<file path="config.mk">
export PLATFORM = sky130hd
export DESIGN_NAME = plab5_mcore_proc_req_acc
export DESIGN_NICKNAME = d
export VERILOG_FILES = /design/src/rtl/plab5_mcore_proc_req_acc.sv
export SDC_FILE = /design/constraint.sdc
export NUM_CORES = 1
export LEC_CHECK = 0
export ABC_AREA = 1
export BUFFER_PORTS_ARGS = -buffer_cell sky130_fd_sc_hd__buf_2
export CAP_MARGIN = 5
export CORE_MARGIN = 2
export CORE_UTILIZATION = 45
export DETAILED_ROUTE_END_ITERATION = 10
export GPL_ROUTABILITY_DRIVEN = 0
export PLACE_DENSITY = 0.93
export SLEW_MARGIN = 20
export SYNTH_ARGS = -nofsm -noshare
export SYNTH_HDL_FRONTEND = slang
export SYNTH_SLANG_ARGS = --single-unit
</file>
<file path="constraint.sdc">
create_clock -name clk -period 5.5 [get_ports clk]
set_input_delay 0.55 -clock clk [delete_from_list [all_inputs] [get_ports clk]]
set_output_delay 0.55 -clock clk [all_outputs]
set_load 0.02 [all_outputs]
</file>
<file path="src/rtl/plab5_mcore_proc_req_acc.sv">
// -----------------------------------------------------------------------------
// plab5_mcore_proc_req_acc
//
// Security access checker between a processor's memory request port and the
// memory network. Each incoming request is classified against a single
// address boundary:
//   region_level = (addr >= p_sec_addr_base)
//   permitted    = (region_level <= proc_sec_level)
// A permitted request is forwarded unmodified to the network together with
// the issuer's security level. A denied request never reaches the network.
// Instead it is answered locally with a response of the same type and opaque,
// len = 0 and data = all ones.
//
// A single buffer register holds one request. Its FSM state is EMPTY, FWD or
// DENY. Latency is one cycle. The buffer also passes requests through: a new
// request can be accepted in the same cycle that the held one leaves, which
// sustains one request per cycle.
//
// Message layouts (MSB first):
//   request  : { type[2:0], opaque[o-1:0], addr[a-1:0], len[l-1:0], data[d-1:0] }
//   response : { type[2:0], opaque[o-1:0], len[l-1:0], data[d-1:0] }
//   where l = $clog2(d/8).
//
// Handshake rule for every val/rdy pair in this block: a transfer happens in
// any cycle where val && rdy at the rising edge of clk. A producer that raises
// val keeps val and its payload stable until that transfer. No output val is
// derived combinationally from an input val.
//
// Ports:
//   clk, rst_n          clock, asynchronous active-low reset
//   proc_sec_level      security level of the issuing processor
//   proc_req_*          request stream from the processor (val/rdy/msg)
//   net_req_*           permitted requests to the network (val/rdy/msg)
//   net_req_sec_level   security level latched with the forwarded request
//   deny_resp_*         locally generated denial responses (val/rdy/msg)
//   deny_count          saturating count of denied requests (max 255)
//   dbg_state           current FSM state (EMPTY=0, FWD=1, DENY=2)
// -----------------------------------------------------------------------------
module plab5_mcore_proc_req_acc #(
  parameter int          p_opaque_nbits  = 8,
  parameter int          p_addr_nbits    = 32,
  parameter int          p_data_nbits    = 32,
  parameter logic [31:0] p_sec_addr_base = 32'h0000_8000,
  localparam int         c_len_nbits     = $clog2(p_data_nbits / 8),
  localparam int         c_req_nbits     = 3 + p_opaque_nbits + p_addr_nbits
                                           + c_len_nbits + p_data_nbits,
  localparam int         c_resp_nbits    = 3 + p_opaque_nbits + c_len_nbits
                                           + p_data_nbits
) (
  input  logic                    clk,
  input  logic                    rst_n,

  input  logic                    proc_sec_level,

  input  logic                    proc_req_val,
  output logic                    proc_req_rdy,
  input  logic [c_req_nbits-1:0]  proc_req_msg,

  output logic                    net_req_val,
  input  logic                    net_req_rdy,
  output logic [c_req_nbits-1:0]  net_req_msg,
  output logic                    net_req_sec_level,

  output logic                    deny_resp_val,
  input  logic                    deny_resp_rdy,
  output logic [c_resp_nbits-1:0] deny_resp_msg,

  output logic [7:0]              deny_count,
  output logic [1:0]              dbg_state
);

  localparam logic [1:0] st_empty = 2'd0;
  localparam logic [1:0] st_fwd   = 2'd1;
  localparam logic [1:0] st_deny  = 2'd2;

  // Bit offsets of the request fields.
  localparam int c_addr_lsb   = p_data_nbits + c_len_nbits;
  localparam int c_opaque_lsb = c_addr_lsb + p_addr_nbits;
  localparam int c_type_lsb   = c_opaque_lsb + p_opaque_nbits;

  localparam logic [p_addr_nbits-1:0] c_sec_base = p_addr_nbits'(p_sec_addr_base);

  logic [1:0]             state;
  logic [1:0]             state_next;
  logic [c_req_nbits-1:0] buf_msg;
  logic                   buf_level;

  logic                    out_fire;
  logic                    accept;
  logic                    region_level;
  logic                    permit;
  logic [p_addr_nbits-1:0] req_addr;

  // ---------------------------------------------------------------------------
  // Handshake and classification
  // ---------------------------------------------------------------------------

  // The held item leaves when the handshake on its own output port fires.
  assign out_fire = ((state == st_fwd)  && net_req_rdy) ||
                    ((state == st_deny) && deny_resp_rdy);

  // Pass-through: the slot counts as free when the held item leaves this
  // cycle. rst_n gates rdy so that no request is taken while reset is held.
  assign proc_req_rdy = rst_n && ((state == st_empty) || out_fire);
  assign accept       = proc_req_val && proc_req_rdy;

  assign req_addr     = proc_req_msg[c_addr_lsb +: p_addr_nbits];
  assign region_level = (req_addr >= c_sec_base);
  assign permit       = !region_level || proc_sec_level;

  // ---------------------------------------------------------------------------
  // FSM
  // ---------------------------------------------------------------------------
  always_comb begin
    state_next = state;
    if (accept) begin
      state_next = permit ? st_fwd : st_deny;
    end else if (out_fire) begin
      state_next = st_empty;
    end
  end

  always_ff @(posedge clk or negedge rst_n) begin
    if (!rst_n) begin
      state <= st_empty;
    end else begin
      state <= state_next;
    end
  end

  // Payload and level are don't-care while EMPTY, so they need no reset.
  // The level is latched here so that later changes of proc_sec_level
  // do not retag a request that is already held.
  always_ff @(posedge clk) begin
    if (accept) begin
      buf_msg   <= proc_req_msg;
      buf_level <= proc_sec_level;
    end
  end

  // ---------------------------------------------------------------------------
  // Denial counter, saturating at 255
  // ---------------------------------------------------------------------------
  always_ff @(posedge clk or negedge rst_n) begin
    if (!rst_n) begin
      deny_count <= 8'd0;
    end else if (accept && !permit && (deny_count != 8'hFF)) begin
      deny_count <= deny_count + 8'd1;
    end
  end

  // ---------------------------------------------------------------------------
  // Outputs
  // ---------------------------------------------------------------------------
  assign net_req_val       = (state == st_fwd);
  assign deny_resp_val     = (state == st_deny);
  assign net_req_msg       = buf_msg;
  assign net_req_sec_level = buf_level;

  assign deny_resp_msg = { buf_msg[c_type_lsb +: 3],
                           buf_msg[c_opaque_lsb +: p_opaque_nbits],
                           {c_len_nbits{1'b0}},
                           {p_data_nbits{1'b1}} };

  assign dbg_state = state;

endmodule

</file>
==> summary.txt <==
Multi-input combinational cell area: 551 um^2
CTS tree: built
Initial Util: 0.469
Tcrit/Tclk final: 0.393
Clk sinks: 88
Placed cell count: 494
Placeable Area: 0.00729 mm^2
Vias in the first global route: 2,151
Mean routed wirelength per cell: 15.1 um
F_max: 463 MHz
DP HPWL: 6130 um
Cell row count: 31
Clock Latency Late Sink: 350 ps
Register bit total from synthesis: 88
Tot GR Track Use: 0.179
Largest net degree at the start of global routing: 51
Area grow syn2layout: 29.9%
Routed vias: 2,292
Crit path required time: 5480 ps
Maximum net fanout on the critical path: 50
H-tree depth: 3
Initial antenna violation count: 2
Slew Viols, Final: 0
Post-synthesis cell count: 225
Max Cap Viol: 0
Global-route wire length before repair: 11,100 um
Hold_buf cts: 0
Hold Crit Class: in2async
Setup tns final: 0 ps
Top-Level Pins: 219
Final min period: 2160 ps
Arrival time at the worst endpoint: 2140 ps
Post-CTS Setup Bufs: 0
Clock-pin slew on the worst setup and hold paths: 100 ps
RSZ-0062 raised after global routing: no
Chip height: 91.2 um
FF+latch area: 0.00259 mm^2
Port-buffer cells: 184
# resized after CTS: 0
Synth Cell Area: 0.00342 mm^2
# fillers: 610
Rel. slew slack: 0.598
Netlist cell types: 24
Outcome: finished, final reports clean
YS warnings: 0
CP Launch Type: primary input
Peak supply drop: 0.159 mV
Die area: 0.00831 mm^2
Routed wire length: 7720 um
Antenna Nets Post-Route: 0
Router iterations before antenna repair: 4
Remaining global-route overflow: 0
Final setup vio count: 0
Layout Cells excl Fill: 512
Nets@finish: 490
Vias per cell: 4.48
TritonCTS Buffers: 9
CP Capture Type: register
1st-iter DRT viols: 77
Power, Total: 1.51 mW
DRC Markers: 0
Fin. Hold Viols: 0
Seq/Total Area, Yosys: 0.758
CTS max path bufs: 2
DIE WIDTH: 91.2 um
Mean Syn Cell Area: 15.2 um^2
WS Path Type: in2reg
Ratio of cells with drive above 1 in the final layout: 0.518
Layout Skew: 12.1 ps
Pleak: 2.04 nW
PwrDens: 340 mW/mm^2
Worst-Margin Slew: 603 ps
Root buffer cell: clkbuf_8
-- worst max-delay path, stage by stage --
cell      delay, ps
buf_2           240
inv_1            90
a21oi_2         170
nand3_4         120
clkinv_2        350
buf_4           590
-- routing by layer --
| metal | wire (um) | track usage | part of all wire |
|---|---|---|---|
| met1 | 2730 | 0.195 | 0.35 |
| met2 | 4350 | 0.325 | 0.56 |
| met3 | 525 | 0.0456 | 0.068 |
| met4 | 115 | 0.0795 | 0.015 |
| met5 | 0 | 0 | 0 |
-- cell families after synthesis --
group	count (synthesis)	share of synthesized area
xor gates and xnor gates	3	0.00769
buffers and inverters	57	0.116
other	2	0.00220
adders and majority gates	1	0.00366
and+or+nand+nor	70	0.103
AOI/OAI and AO/OA	4	0.00915
DFF	88	0.758
-- cell usage after synthesis (all sizes together) --
library cell,n,area [um^2]
edfxtp,78,2340
buf,47,357
nand2,36,140
nor2,18,82.6
dfrtp,10,250
inv,9,33.8
nand4,9,71.3
nand3,4,37.5
xor2,3,26.3
conb,2,7.51
nand3b,2,15.0
o21ai,2,10.0
a21oi,1,8.76
a22oi,1,12.5
and2,1,6.26
clkinv,1,5.00
ha,1,12.5
-- area by class of cell --
| type | count | share of cell area |
|---|---|---|
| sequential | 88 | 0.584 |
| timing repair buffer | 185 | 0.209 |
| multi-input combinational | 112 | 0.124 |
| clock buffer | 9 | 0.0279 |
| tap | 99 | 0.0279 |
| clock inverter | 7 | 0.0169 |
| inverter | 10 | 0.00902 |
| antenna | 2 | 0.00113 |
-- cells in the final DEF, fill, tap and decap left out, drive strengths merged --
master | synthesis | routed
buf | 47 | 185
clkinv | 1 | 5
ha | 1 | 1
dfrtp | 10 | 10
nand2 | 36 | 36
a21oi | 1 | 1
xor2 | 3 | 3
nand3 | 4 | 4
nand3b | 2 | 2
clkinvlp | 0 | 1
edfxtp | 78 | 78
conb | 2 | 34
o21ai | 2 | 2
clkbuf | 0 | 9
and2 | 1 | 1
nand4 | 9 | 9
diode | 0 | 2
nor2 | 18 | 18
a22oi | 1 | 1
inv | 9 | 11
-- where the power goes --
part           leakage [nW]  switching [mW]  total (mW)  internal (mW)
Combinational          1.09           0.177       0.256         0.0789
Clock                0.0981           0.251       0.430          0.179
Sequential            0.857          0.0324       0.822          0.789
Total                  2.04           0.460        1.51           1.05
-- final timing paths --
check / cells after the start / slack (ps) / start / to
max reg2reg: 6 / 3360 / dbg_state[1] / net_req_msg[25]
min reg2reg: 2 / 570 / deny_count[1] / deny_count[1]
max in group asynchronous: 1 / 5230 / rst_n / deny_count[2]
max: 6 / 3340 / rst_n / net_req_msg[25]
min: 1 / 50 / rst_n / deny_count[0]
min in group clk: 1 / 370 / proc_req_msg[41] / net_req_msg[41]
-- registers in the layout, summed over array words and instances, names as in the netlist --
signal / count
deny_count: 8
net_req_sec_level: 1
net_req_msg: 77
dbg_state: 2
-- stage by stage --
step	utilization	hold slack [ps]	area, um^2	setup slack (ps)
2_1_floorplan	-	254	3540	2670
3_3_place_gp	0.581	424	4240	3010
3_5_place_dp	0.581	435	4240	2940
4_1_cts	0.608	43.5	4430	3310
5_1_grt	0.609	46.0	4440	3160
6_report	0.609	51.2	4440	3340
Power figures use the tool's default switching activity.
